**src/rtl/stream_tx_gen_pkg.sv**
```systemverilog
// Shared definitions for the valid/ready stream transmitter and its receiver-side peers.
package stream_tx_gen_pkg;

  // Default widths: data, beats per packet, gap cycles, packets per burst.
  localparam int DW_DEF = 16;
  localparam int LW_DEF = 8;
  localparam int GW_DEF = 8;
  localparam int PW_DEF = 8;

  // Transmitter FSM encoding, kept as plain constants so older blocks can share it.
  typedef logic [1:0] tx_state_t;
  localparam logic [1:0] ST_IDLE = 2'd0;
  localparam logic [1:0] ST_SEND = 2'd1;
  localparam logic [1:0] ST_GAP  = 2'd2;
  localparam logic [1:0] ST_FIN  = 2'd3;

endpackage

```
**src/rtl/stream_tx_gen_beat_counter.sv**
```systemverilog
// Loadable down-counter with zero and one flags; shared by the beat, gap and
// packet bookkeeping of the stream transmitter.
module tx_beat_counter #(
  parameter int W = 8
) (
  input  logic         clk,
  input  logic         rst_n,
  input  logic         load,
  input  logic [W-1:0] load_val,
  input  logic         dec,
  output logic         zero,
  output logic         one
);

  logic [W-1:0] cnt_r;

  // Load wins over decrement; decrement saturates at zero so a stray dec cannot wrap.
  always_ff @(posedge clk) begin
    if (!rst_n) begin
      cnt_r <= {W{1'b0}};
    end else if (load) begin
      cnt_r <= load_val;
    end else if (dec && !zero) begin
      cnt_r <= cnt_r - W'(1);
    end else begin
      cnt_r <= cnt_r;
    end
  end

  assign zero = (cnt_r == {W{1'b0}});
  assign one  = (cnt_r == W'(1));

endmodule

```
**src/rtl/stream_tx_gen.sv**
```systemverilog
// Valid/ready burst transmitter: sends cfg_pkts packets of cfg_len incrementing
// beats separated by cfg_gap idle cycles. All outputs come straight from flops,
// so tx_ready never reaches an output combinationally.
module stream_tx_gen
  import stream_tx_gen_pkg::*;
#(
  parameter int DW = DW_DEF,
  parameter int LW = LW_DEF,
  parameter int GW = GW_DEF,
  parameter int PW = PW_DEF
) (
  input  logic          clk,
  input  logic          rst_n,
  input  logic          start,
  input  logic [LW-1:0] cfg_len,
  input  logic [GW-1:0] cfg_gap,
  input  logic [PW-1:0] cfg_pkts,
  input  logic [DW-1:0] cfg_seed,
  output logic [DW-1:0] tx_data,
  output logic          tx_valid,
  output logic          tx_last,
  input  logic          tx_ready,
  output logic          busy,
  output logic          done
);

  tx_state_t     state_r,  state_nxt_s;
  logic [DW-1:0] data_r,   data_nxt_s;
  logic          valid_r,  valid_nxt_s;
  logic          last_r,   last_nxt_s;
  logic          busy_r,   busy_nxt_s;
  logic          done_r,   done_nxt_s;
  logic [LW-1:0] len_r,    len_nxt_s;
  logic [GW-1:0] gap_r,    gap_nxt_s;

  logic          xfer_s;
  logic          beat_load_s, beat_dec_s, beat_zero_s, beat_one_s;
  logic [LW-1:0] beat_val_s;
  logic          gap_load_s,  gap_dec_s,  gap_zero_s,  gap_one_s;
  logic          pkt_load_s,  pkt_dec_s,  pkt_zero_s,  pkt_one_s;

  assign xfer_s = valid_r & tx_ready;

  // Beats still to send after the one on the bus; zero means the current beat is last.
  tx_beat_counter #(.W(LW)) u_beat_cnt (
    .clk      (clk),
    .rst_n    (rst_n),
    .load     (beat_load_s),
    .load_val (beat_val_s),
    .dec      (beat_dec_s),
    .zero     (beat_zero_s),
    .one      (beat_one_s)
  );

  // Idle cycles left in the current inter-packet gap.
  tx_beat_counter #(.W(GW)) u_gap_cnt (
    .clk      (clk),
    .rst_n    (rst_n),
    .load     (gap_load_s),
    .load_val (gap_r),
    .dec      (gap_dec_s),
    .zero     (gap_zero_s),
    .one      (gap_one_s)
  );

  // Packets left in the burst, including the one being sent.
  tx_beat_counter #(.W(PW)) u_pkt_cnt (
    .clk      (clk),
    .rst_n    (rst_n),
    .load     (pkt_load_s),
    .load_val (cfg_pkts),
    .dec      (pkt_dec_s),
    .zero     (pkt_zero_s),
    .one      (pkt_one_s)
  );

  // Next-state and next-output decode; everything holds unless a branch says otherwise,
  // which keeps data/last/valid stable while the receiver stalls.
  always_comb begin
    state_nxt_s = state_r;
    data_nxt_s  = data_r;
    valid_nxt_s = valid_r;
    last_nxt_s  = last_r;
    busy_nxt_s  = busy_r;
    done_nxt_s  = 1'b0;
    len_nxt_s   = len_r;
    gap_nxt_s   = gap_r;
    beat_load_s = 1'b0;
    beat_val_s  = {LW{1'b0}};
    beat_dec_s  = 1'b0;
    gap_load_s  = 1'b0;
    gap_dec_s   = 1'b0;
    pkt_load_s  = 1'b0;
    pkt_dec_s   = 1'b0;
    case (state_r)
      ST_IDLE: begin
        if (start) begin
          if ((cfg_len != {LW{1'b0}}) && (cfg_pkts != {PW{1'b0}})) begin
            len_nxt_s   = cfg_len;
            gap_nxt_s   = cfg_gap;
            data_nxt_s  = cfg_seed;
            valid_nxt_s = 1'b1;
            last_nxt_s  = (cfg_len == LW'(1));
            busy_nxt_s  = 1'b1;
            beat_load_s = 1'b1;
            beat_val_s  = cfg_len - LW'(1);
            pkt_load_s  = 1'b1;
            state_nxt_s = ST_SEND;
          end else begin
            // Empty burst: no beats, just the completion pulse.
            state_nxt_s = ST_FIN;
          end
        end else begin
          state_nxt_s = ST_IDLE;
        end
      end
      ST_SEND: begin
        if (xfer_s) begin
          data_nxt_s = data_r + DW'(1);
          if (beat_zero_s) begin
            if (pkt_one_s || pkt_zero_s) begin
              valid_nxt_s = 1'b0;
              last_nxt_s  = 1'b0;
              state_nxt_s = ST_FIN;
            end else begin
              pkt_dec_s = 1'b1;
              if (gap_r == {GW{1'b0}}) begin
                // Back-to-back: next packet's first beat follows immediately.
                beat_load_s = 1'b1;
                beat_val_s  = len_r - LW'(1);
                last_nxt_s  = (len_r == LW'(1));
              end else begin
                gap_load_s  = 1'b1;
                valid_nxt_s = 1'b0;
                last_nxt_s  = 1'b0;
                state_nxt_s = ST_GAP;
              end
            end
          end else begin
            beat_dec_s = 1'b1;
            last_nxt_s = beat_one_s;
          end
        end else begin
          state_nxt_s = ST_SEND;
        end
      end
      ST_GAP: begin
        // Gap counter was loaded with the gap length, so leaving on "one" yields exactly gap idle cycles.
        if (gap_one_s || gap_zero_s) begin
          valid_nxt_s = 1'b1;
          last_nxt_s  = (len_r == LW'(1));
          beat_load_s = 1'b1;
          beat_val_s  = len_r - LW'(1);
          state_nxt_s = ST_SEND;
        end else begin
          gap_dec_s = 1'b1;
        end
      end
      ST_FIN: begin
        done_nxt_s  = 1'b1;
        busy_nxt_s  = 1'b0;
        state_nxt_s = ST_IDLE;
      end
      default: begin
        valid_nxt_s = 1'b0;
        last_nxt_s  = 1'b0;
        busy_nxt_s  = 1'b0;
        state_nxt_s = ST_IDLE;
      end
    endcase
  end

  // State and output registers; reset drops valid at once and suppresses done.
  always_ff @(posedge clk) begin
    if (!rst_n) begin
      state_r <= ST_IDLE;
      data_r  <= {DW{1'b0}};
      valid_r <= 1'b0;
      last_r  <= 1'b0;
      busy_r  <= 1'b0;
      done_r  <= 1'b0;
      len_r   <= {LW{1'b0}};
      gap_r   <= {GW{1'b0}};
    end else begin
      state_r <= state_nxt_s;
      data_r  <= data_nxt_s;
      valid_r <= valid_nxt_s;
      last_r  <= last_nxt_s;
      busy_r  <= busy_nxt_s;
      done_r  <= done_nxt_s;
      len_r   <= len_nxt_s;
      gap_r   <= gap_nxt_s;
    end
  end

  assign tx_data  = data_r;
  assign tx_valid = valid_r;
  assign tx_last  = last_r;
  assign busy     = busy_r;
  assign done     = done_r;

endmodule

```
**config.mk**
```make
export PLATFORM = sky130hd
export DESIGN_NAME = stream_tx_gen
export DESIGN_NICKNAME = d
export VERILOG_FILES = /design/src/rtl/stream_tx_gen_pkg.sv /design/src/rtl/stream_tx_gen_beat_counter.sv /design/src/rtl/stream_tx_gen.sv
export SDC_FILE = /design/constraint.sdc
export NUM_CORES = 1
export LEC_CHECK = 0
export BUFFER_PORTS_ARGS = -buffer_cell sky130_fd_sc_hd__clkbuf_2
export CORE_UTILIZATION = 35
export CTS_CLUSTER_SIZE = 25
export DETAILED_ROUTE_END_ITERATION = 8
export GPL_ROUTABILITY_DRIVEN = 0
export PLACE_DENSITY = 0.53
export SLEW_MARGIN = 20
export SYNTH_ARGS = -nofsm -noshare
export SYNTH_HDL_FRONTEND = slang
export SYNTH_SLANG_ARGS = --single-unit
```
**constraint.sdc**
```tcl
create_clock -name clk -period 4.04 [get_ports clk]
set_input_delay 0.404 -clock clk [delete_from_list [all_inputs] [get_ports clk]]
set_output_delay 0.404 -clock clk [all_outputs]
set_load 0.01 [all_outputs]
```
# After elaboration in Yosys (flattened, before gate mapping)
# Index checks and enable logic that the tools add are counted.
# totals
regBits,62
input_bits,44
output_inout_bits,20
word_cells,129
# classes
add_sub_neg,6
eq_ne,16
muxes,67
bitwise,1
reduce_logical,28
# ops
cell,count
8-bit two-way mux,13
16-bit two-way mux,3
8-bit by 1-bit equality test with 1-bit output (second input constant),5
8-bit by 1-bit subtractor with 8-bit output (second input constant),5
1-bit two-way mux,37
8-bit zero test,4
16-bit case mux with 2 select lines,1
8-bit case mux with 3 select lines,1
16-bit by 1-bit adder with 16-bit output (second input constant),1
8-bit nonzero test,2
2-bit two-way mux,7
2-bit nonzero test,5
1-bit case mux with 3 select lines,3
3-bit AND reduction,3
2-bit != test (second input constant),4
2-bit case mux with 4 select lines,1
7-bit AND reduction,1
5-bit AND reduction,1
2-bit equality test (second input constant),2
1-bit logical AND,4
4-bit != test (second input constant),1
4-bit AND reduction,1
1-bit zero test,3
3-bit by 2-bit != test with 1-bit output (second input constant),1
other kinds (8),9

# Depth between registers and ports, before layout
# Gate-level depths: netlist of the first run.
# logic_depth
word_depth,9
depth_mapped,10
depth_no_buf,8

# Modules after synthesis
# Synthesis of the first run repeated with hierarchy kept, for this count alone.
# unflattened
hier_cells,520
area_unflattened_um2,4055.1
# modules_own_cells
module,n_inst,cells_each,area_each_um2,seq_area_each_um2
stream_tx_gen,1,334,2489.9,760.7
tx_beat_counter,3,62,521.8,160.2

# Worst setup path before layout of the first run
# No wires, ideal clock.
# synth_path
path_kind,register -> register
startpoint,reg u_beat_cnt.cnt_r[0]
endpoint,reg u_pkt_cnt.cnt_r[5]
setup_time_ns,0.086
t_arrival_ns,2.145
t_required_ns,3.954
path_slack_ns,1.810
path_stages_with_launch,9
path_buffers,0
period_less_slack_ns,2.230
cell_sequence,dfxtp_1 -> inv_1 -> ha_1 -> nor3b_1 -> and3_1 -> nand3_1 -> or3_2 -> xor2_1 -> a211oi_1
# synth_via
elab_chain_len,6
# synth_rtl
element,line_no,source
start: declaration,stream_tx_gen_beat_counter.sv:15,logic [W-1:0] cnt_r;
start signal: assignment,stream_tx_gen_beat_counter.sv:20,cnt_r <= {W{1'b0}};
start signal: assignment,stream_tx_gen_beat_counter.sv:22,cnt_r <= load_val;
start signal: assignment,stream_tx_gen_beat_counter.sv:24,cnt_r <= cnt_r - W'(1);
8-bit zero test,stream_tx_gen_beat_counter.sv:30,assign zero = (cnt_r == {W{1'b0}});
1-bit two-way mux,stream_tx_gen.sv:120,if (beat_zero_s) begin
1-bit two-way mux,stream_tx_gen.sv:118,if (xfer_s) begin
1-bit two-way mux,stream_tx_gen.sv:95,case (state_r)
1-bit logical AND,stream_tx_gen_beat_counter.sv:23,end else if (dec && !zero) begin
2-bit nonzero test (no line),-,
end signal: assignment,stream_tx_gen_beat_counter.sv:22,
end signal: assignment,stream_tx_gen_beat_counter.sv:24,
end signal: assignment,stream_tx_gen_beat_counter.sv:26,cnt_r <= cnt_r;
end: declaration,stream_tx_gen_beat_counter.sv:15,
# Every way passes these cells.
# A chain may end at the register's enable or synchronous reset.

# Worst setup path in the final report of the first run
# layout_path
startpoint,reg u_beat_cnt.cnt_r[0]
endpoint,reg u_gap_cnt.cnt_r[3]
# layout_via
elab_chain_len,5
word_cells_on_any_way,6
cone_classes,4 x mux; 2 x reduce/logical
# layout_rtl
element,line_no
8-bit zero test (*),stream_tx_gen_beat_counter.sv:30
1-bit two-way mux (*),stream_tx_gen.sv:120
1-bit two-way mux (*),stream_tx_gen.sv:118
1-bit two-way mux (*),stream_tx_gen.sv:95
8-bit two-way mux or 2-bit nonzero test (tied branches),-
end signal: assignment,stream_tx_gen_beat_counter.sv:20
end signal: assignment,stream_tx_gen_beat_counter.sv:22
end signal: assignment,stream_tx_gen_beat_counter.sv:24
end: declaration,stream_tx_gen_beat_counter.sv:15
# Mark *: on every way between the ends. The rest lies on a longest branch, timed or not.

==> results of run 1 <==
==> power groups by stage <==
stage,logic (uW),clock network (uW),registers (uW)
3_3_place_gp,445,0,758
6_report,449,520,746
2_1_floorplan,316,0,751
5_1_grt,503,565,756
4_1_cts,450,535,745
3_5_place_dp,449,0,758
==> cells in the mapped netlist, types with 10 or more instances <==
cell type / number
nand2_1: 74
dfxtp_1: 62
nor2_1: 47
a21oi_1: 40
clkbuf_1: 18
inv_1: 18
xnor2_1: 18
a211oi_1: 17
nand3_1: 17
ha_1: 16
o21ai_0: 13
xor2_1: 11
nor3_1: 10
==> how the worst max path moves through the flow <==
stage | endpoint | slack (ps) | cells past startpoint
global route | u_pkt_cnt.cnt_r[5] | 1190 | 8
CTS | u_gap_cnt.cnt_r[3] | 1460 | 7
floorplan | u_pkt_cnt.cnt_r[5] | 1810 | 8
global placement | u_gap_cnt.cnt_r[3] | 1610 | 7
finish | u_gap_cnt.cnt_r[3] | 1480 | 7
detailed placement | u_gap_cnt.cnt_r[3] | 1510 | 7
==> flip-flops by register name, summed over array words and instances (netlist names) <==
register          cells
tx_data              16
gap_r                 8
len_r                 8
u_beat_cnt.cnt_r      8
u_gap_cnt.cnt_r       8
u_pkt_cnt.cnt_r       8
state_r               2
busy                  1
done                  1
tx_last               1
tx_valid              1
==> area by class of cell <==
class                   instances  area, um^2  share of cell area [%]
clock buffers                  13         169                    3.90
clock inverters                 3        17.5                   0.404
inverters                      19        71.3                    1.65
multi-input cells             368        2300                    53.0
well taps                     136         170                    3.93
flip-flops and latches         62        1240                    28.6
repair buffers                 70         368                    8.49
==> layer usage <==
layer  up-vias  track usage [%]
met1      1716             24.8
met2        67             29.1
met5         -                0
li1       1837                -
met4         0             5.73
met3         8             4.24
==> critical path, stage by stage (launching register included) <==
cell and delay (ps):
dfxtp_1 360, inv_1 70, ha_1 210, nor3b_1 470, nand2_1 190, or4_1 770, a22oi_1 280, o211a_1 160
==> per-stage QoR <==
stage | cells | worst slack (ps) | total power, uW | util [%] | cell area [um^2]
6_report | 671 | 1480 | 1720 | 42.0 | 4330
5_1_grt | 671 | 1190 | 1820 | 42.0 | 4330
4_1_cts | 671 | 1460 | 1730 | 42.0 | 4330
3_5_place_dp | 655 | 1510 | 1210 | 40.2 | 4150
3_3_place_gp | 655 | 1610 | 1200 | 40.2 | 4150
2_1_floorplan | 472 | 1810 | 1070 | - | 3710
==> logic make-up after synthesis <==
logic type,after synthesis
xor+xnor,29
mux,3
fa+ha+maj,16
compound gates,125
flops,62
simple gates,195
buf+inv,42
==> impl_results.md, run 1 <==
* Maxcap violations at 0
* Compound-Gate Fraction of Synth Area at 23.6%
* WL met2 at 4570 um
* Fillcell total at 1079
* Max VDD drop at 160 uV
* Final setup vio count at 0
* Worst-margin pin slew at 857 ps
* Clock skew at 11.3 ps
* Global-route wire length before repair at 16200 um
* Skew-Pair Late Insertion Delay at 350 ps
* R2R setup slack at 1480 ps
* Post-synthesis cell area at 3710 um^2
* Worst r2r src: u_beat_cnt.cnt_r[0]
* Post-DRT Antenna Nets at 0
* Setup TNS at 0 ps
* Synth warnings at 0
* Vias at 3628
* Drt first pass iters at 4
* Critical Path Sink Type: register
* Sequential area share after synthesis at 33.4%
* Num CTS Buffers at 9
* FF+latch count, synth at 62
* Hold_buf cts at 0
* Largest family of logic cells by synthesized area: simple AND/OR/NAND/NOR gates
* Die area at 11000 um^2
* Mux contribution to synthesized area at 0.809%
* Crit path required time at 4340 ps
* DRC Markers at 0
* Top sig layer: met4
* Starting Density at 36.0%
* Cts repair resizes at 0
* Reg2reg path depth at 7
* Initial antenna violation count at 0
* XOR/XNOR Fraction of Synth Area at 6.84%
* Maximum clock rate at 0.391 GHz
* Tmin final at 2560 ps
* Post-synthesis simple-gate area fraction at 25.2%
* Worst Min Path Start: cfg_gap[0]
* Crit Path Class: register to register
* Post-synth EDFFs at 0
* Pint at 1130 uW
* Top post-synthesis cells by area: dfxtp_1, nand2_1, a21oi_1
* WL final at 9960 um
* Core area at 10300 um^2
* Total GRT Usage at 18.4%
* Root Buffer: clkbuf_8
* NumNets Final at 590
* Layout cells sized above 1 at 18.9%
* Hold/Removal Path Class: input port to register
* Slew HR at 42.8%
* Area delta synth->final at 16.7%
* PwrDens at 396 nW/um^2
* Critical Path Source: u_beat_cnt.cnt_r[0]
* Hold WS at 277 ps
* Row cnt at 37
* Remaining Overflow, GRT at 0
* Diode count at 0
* Clock power share at 30.3%
* CTS sink count at 62
* Hold path cells at 3
* CTS tree: yes
* Largest net degree at the start of global routing at 47
* Leak at 0.00172 uW
* Commonest non-fill, non-tap cell in the layout: nand2_1
* Worst-path maximum fanout at 14
* CTS max path bufs at 2
* M1 wire length at 4950 um
* I/O pin total at 64
* IO Port Bufs at 63
* HPWL Detailed at 7220 um
* Routed wl met3 at 350 um
* Sw frac at 34.0%
* Net Switching at 584 uW
* Combinational Power Share at 26.2%
* RSZ-0062 raised after global routing: false
* Post-Synthesis Cells at 472
* Cell taking the most area after synthesis: dfxtp_1
* Commonest non-fill, non-tap cells in the layout: nand2_1, clkbuf_2, dfxtp_1
* Vias in the first global route at 3301
* Share of flip-flops with an asynchronous set or reset at 0%
* Wire length per cell at 14.8 um
* Adder-Cell Fraction of Synth Area at 5.39%
* Synth top area share at 33.4%
* Initial DRC Count at 188
* Crit share post-route at 63.3%
* H-tree levels at 3
* Final slew viol count at 0
* Synth cell types at 62
* Final-report hold violation count at 0
* Post-Syn Nets at 532
* Reg clk slew, reported paths at 70 ps
* Register share of total power at 43.5%
* Average cell area after synthesis at 7.87 um^2
* WP data arrival at 2850 ps
* Startpoint Class: register
* Worst Hold Path EP: gap_r[0]
* Chip width at 105 um
* Status: finished, final reports clean
* Capturing point of the worst reg2reg path: u_gap_cnt.cnt_r[3]
* Die Y at 105 um
* Routed vias/inst at 5.41
* Ys flop type: dfxtp_1
* Setup Fix Bufs, Post-CTS at 0
(Power assumes the default switching activity.)
==> run 2: changes to the inputs <==
==> constraint.sdc (replaced) <==
create_clock -name clk -period 2.7 [get_ports clk]
set_input_delay 0.27 -clock clk [delete_from_list [all_inputs] [get_ports clk]]
set_output_delay 0.27 -clock clk [all_outputs]
set_load 0.01 [all_outputs]
==> run 2 against run 1 <==
Power grew 54%; combinational power grew 57%; sequential share of layout area shrank 0.46 points; clock skew is essentially flat; highest routed layer unchanged; final cell count grew 1.0%.
==> impl_results.md, run 2 (synthesis results as in run 1) <==
* Max VDD drop at 307 uV (was 160 uV)
* Placed Area at 4220 um^2 (was 4150 um^2)
* Critical Path Sink Type: register (unchanged)
* Wire length per cell at 14.9 um (was 14.8 um)
* Layout cells sized above 1 at 19.7% (was 18.9%)
* Initial DRC Count at 162 (was 188)
* Worst-path maximum fanout at 6 (was 14)
* Row cnt at 37 (unchanged)
* Total Power at 2640 uW (was 1720 uW)
* Area delta synth->final at 18.6% (was 16.7%)
* Sw frac at 32.6% (was 34.0%)
* Global-route wire length before repair at 16800 um (was 16200 um)
* NumNets Final at 599 (was 590)
* Root Buffer: clkbuf_8 (unchanged)
* Crit share post-route at 89.1% (was 63.3%)
* Crit Path Class: register to register (unchanged)
* Setup TNS at 0 ps (unchanged)
* CTS sink count at 62 (unchanged)
* Fillcell total at 1075 (was 1079)
* Remaining Overflow, GRT at 0 (unchanged)
* Final setup vio count at 0 (unchanged)
* Starting Density at 36.0% (unchanged)
* Clock skew at 11.7 ps (was 11.3 ps)
* IO Port Bufs at 63 (unchanged)
* Skew-Pair Late Insertion Delay at 350 ps (about the same)
* CTS tree: yes (unchanged)
* Pint at 1780 uW (was 1130 uW)
* Die area at 11000 um^2 (unchanged)
* Setup Fix Bufs, Post-CTS at 0 (unchanged)
* Commonest non-fill, non-tap cells in the layout: nand2_1, clkbuf_2, dfxtp_1 (unchanged)
* Vias at 3674 (was 3628)
* Commonest non-fill, non-tap cell in the layout: nand2_1 (unchanged)
* Crit path required time at 3000 ps (was 4340 ps)
* H-tree levels at 3 (unchanged)
* Placed cells at 664 (was 655)
* Tmin final at 2410 ps (was 2560 ps)
* Largest net degree at the start of global routing at 41 (was 47)
* Hold WS at 147 ps (was 277 ps)
* WP data arrival at 2700 ps (was 2850 ps)
* HPWL Detailed at 7290 um (was 7220 um)
* Maxcap violations at 0 (unchanged)
* Diode count at 0 (unchanged)
* Startpoint Class: register (unchanged)
* Register share of total power at 42.3% (was 43.5%)
* Fin area at 4400 um^2 (was 4330 um^2)
* Num CTS Buffers at 9 (unchanged)
* Largest register FFs at 16 (unchanged)
* Maximum clock rate at 0.415 GHz (was 0.391 GHz)
* Post-DRT Antenna Nets at 0 (unchanged)
* Reg clk slew, reported paths at 70 ps (about the same)
* Cts repair resizes at 0 (unchanged)
* CTS max path bufs at 2 (unchanged)
* Combinational Power Share at 26.7% (was 26.2%)
* Net Switching at 860 uW (was 584 uW)
* Chip width at 105 um (unchanged)
* Hold_buf cts at 0 (unchanged)
* Initial antenna violation count at 0 (unchanged)
* Drt first pass iters at 5 (was 4)
* Worst-margin pin slew at 905 ps (was 857 ps)
* Slew HR at 39.2% (was 42.8%)
* WL final at 10100 um (was 9960 um)
* Clock power share at 30.9% (was 30.3%)
* PwrDens at 599 nW/um^2 (was 396 nW/um^2)
* Status: finished, final reports clean (unchanged)
* I/O pin total at 64 (unchanged)
* DRC Markers at 0 (unchanged)
* Final-report hold violation count at 0 (unchanged)
* Final slew viol count at 0 (unchanged)
* Hold/Removal Path Class: input port to register (unchanged)
* Routed vias/inst at 5.42 (was 5.41)
* Die Y at 105 um (unchanged)
* Core area at 10300 um^2 (unchanged)
* Layout Cells excl Fill at 678 (was 671)
* Vias in the first global route at 3428 (was 3301)
* Total GRT Usage at 19.1% (was 18.4%)
* Leak at 0.00177 uW (was 0.00172 uW)
* RSZ-0062 raised after global routing: false (unchanged)
[run 2: layout make-up]
type	instances	area, um^2	share of cell area (%)
Tap cell	136	170	3.86
Multi-Input combinational cell	368	2300	52.2
Timing Repair Buffer	79	435	9.89
Inverter	19	71.3	1.62
Sequential cell	62	1240	28.2
Clock inverter	1	30.0	0.682
Clock buffer	13	159	3.61
[run 2: final timing paths]
| path | slack (ps) | endpoint | cells after the start | start |
|---|---|---|---|---|
| max reg2reg | 290 | u_gap_cnt.cnt_r[3] | 8 | u_beat_cnt.cnt_r[1] |
| min | 150 | gap_r[5] | 3 | cfg_gap[5] |
| max | 290 | u_gap_cnt.cnt_r[3] | 8 | u_beat_cnt.cnt_r[1] |
| min reg2reg | 470 | gap_r[7] | 2 | gap_r[7] |
[run 2: through the flow]
step | utilization (%) | worst slack (ps)
final | 42.7 | 293
after global routing | 42.7 | 65.1
after CTS | 42.7 | 324
after detailed placement | 40.8 | 363
after global placement | 40.8 | 363
after floorplan | - | 470
[run 2: critical path, stage by stage, from the launching register on]
cell	delay [ps]
dfxtp_1	340
inv_1	80
ha_1	220
nor3b_1	330
nand2_1	160
nor3_1	720
nand2_1	160
a22oi_1	190
o211a_1	150
[run 2: power by group through the flow]
stage	Clock [uW]	Combinational, uW	Sequential [uW]
6_report	816	705	1120
5_1_grt	885	781	1130
4_1_cts	848	706	1110
3_5_place_dp	0	701	1130
3_3_place_gp	0	696	1130
2_1_floorplan	0	473	1120
[run 2: routing by layer]
layer  GRT usage [%]  wire length [um]  up-vias
met5               0                 0        -
met4            4.53                72        0
met3            5.05               377        6
met2            31.2              4690       81
met1            24.9              4940     1739
li1                -                 -     1848
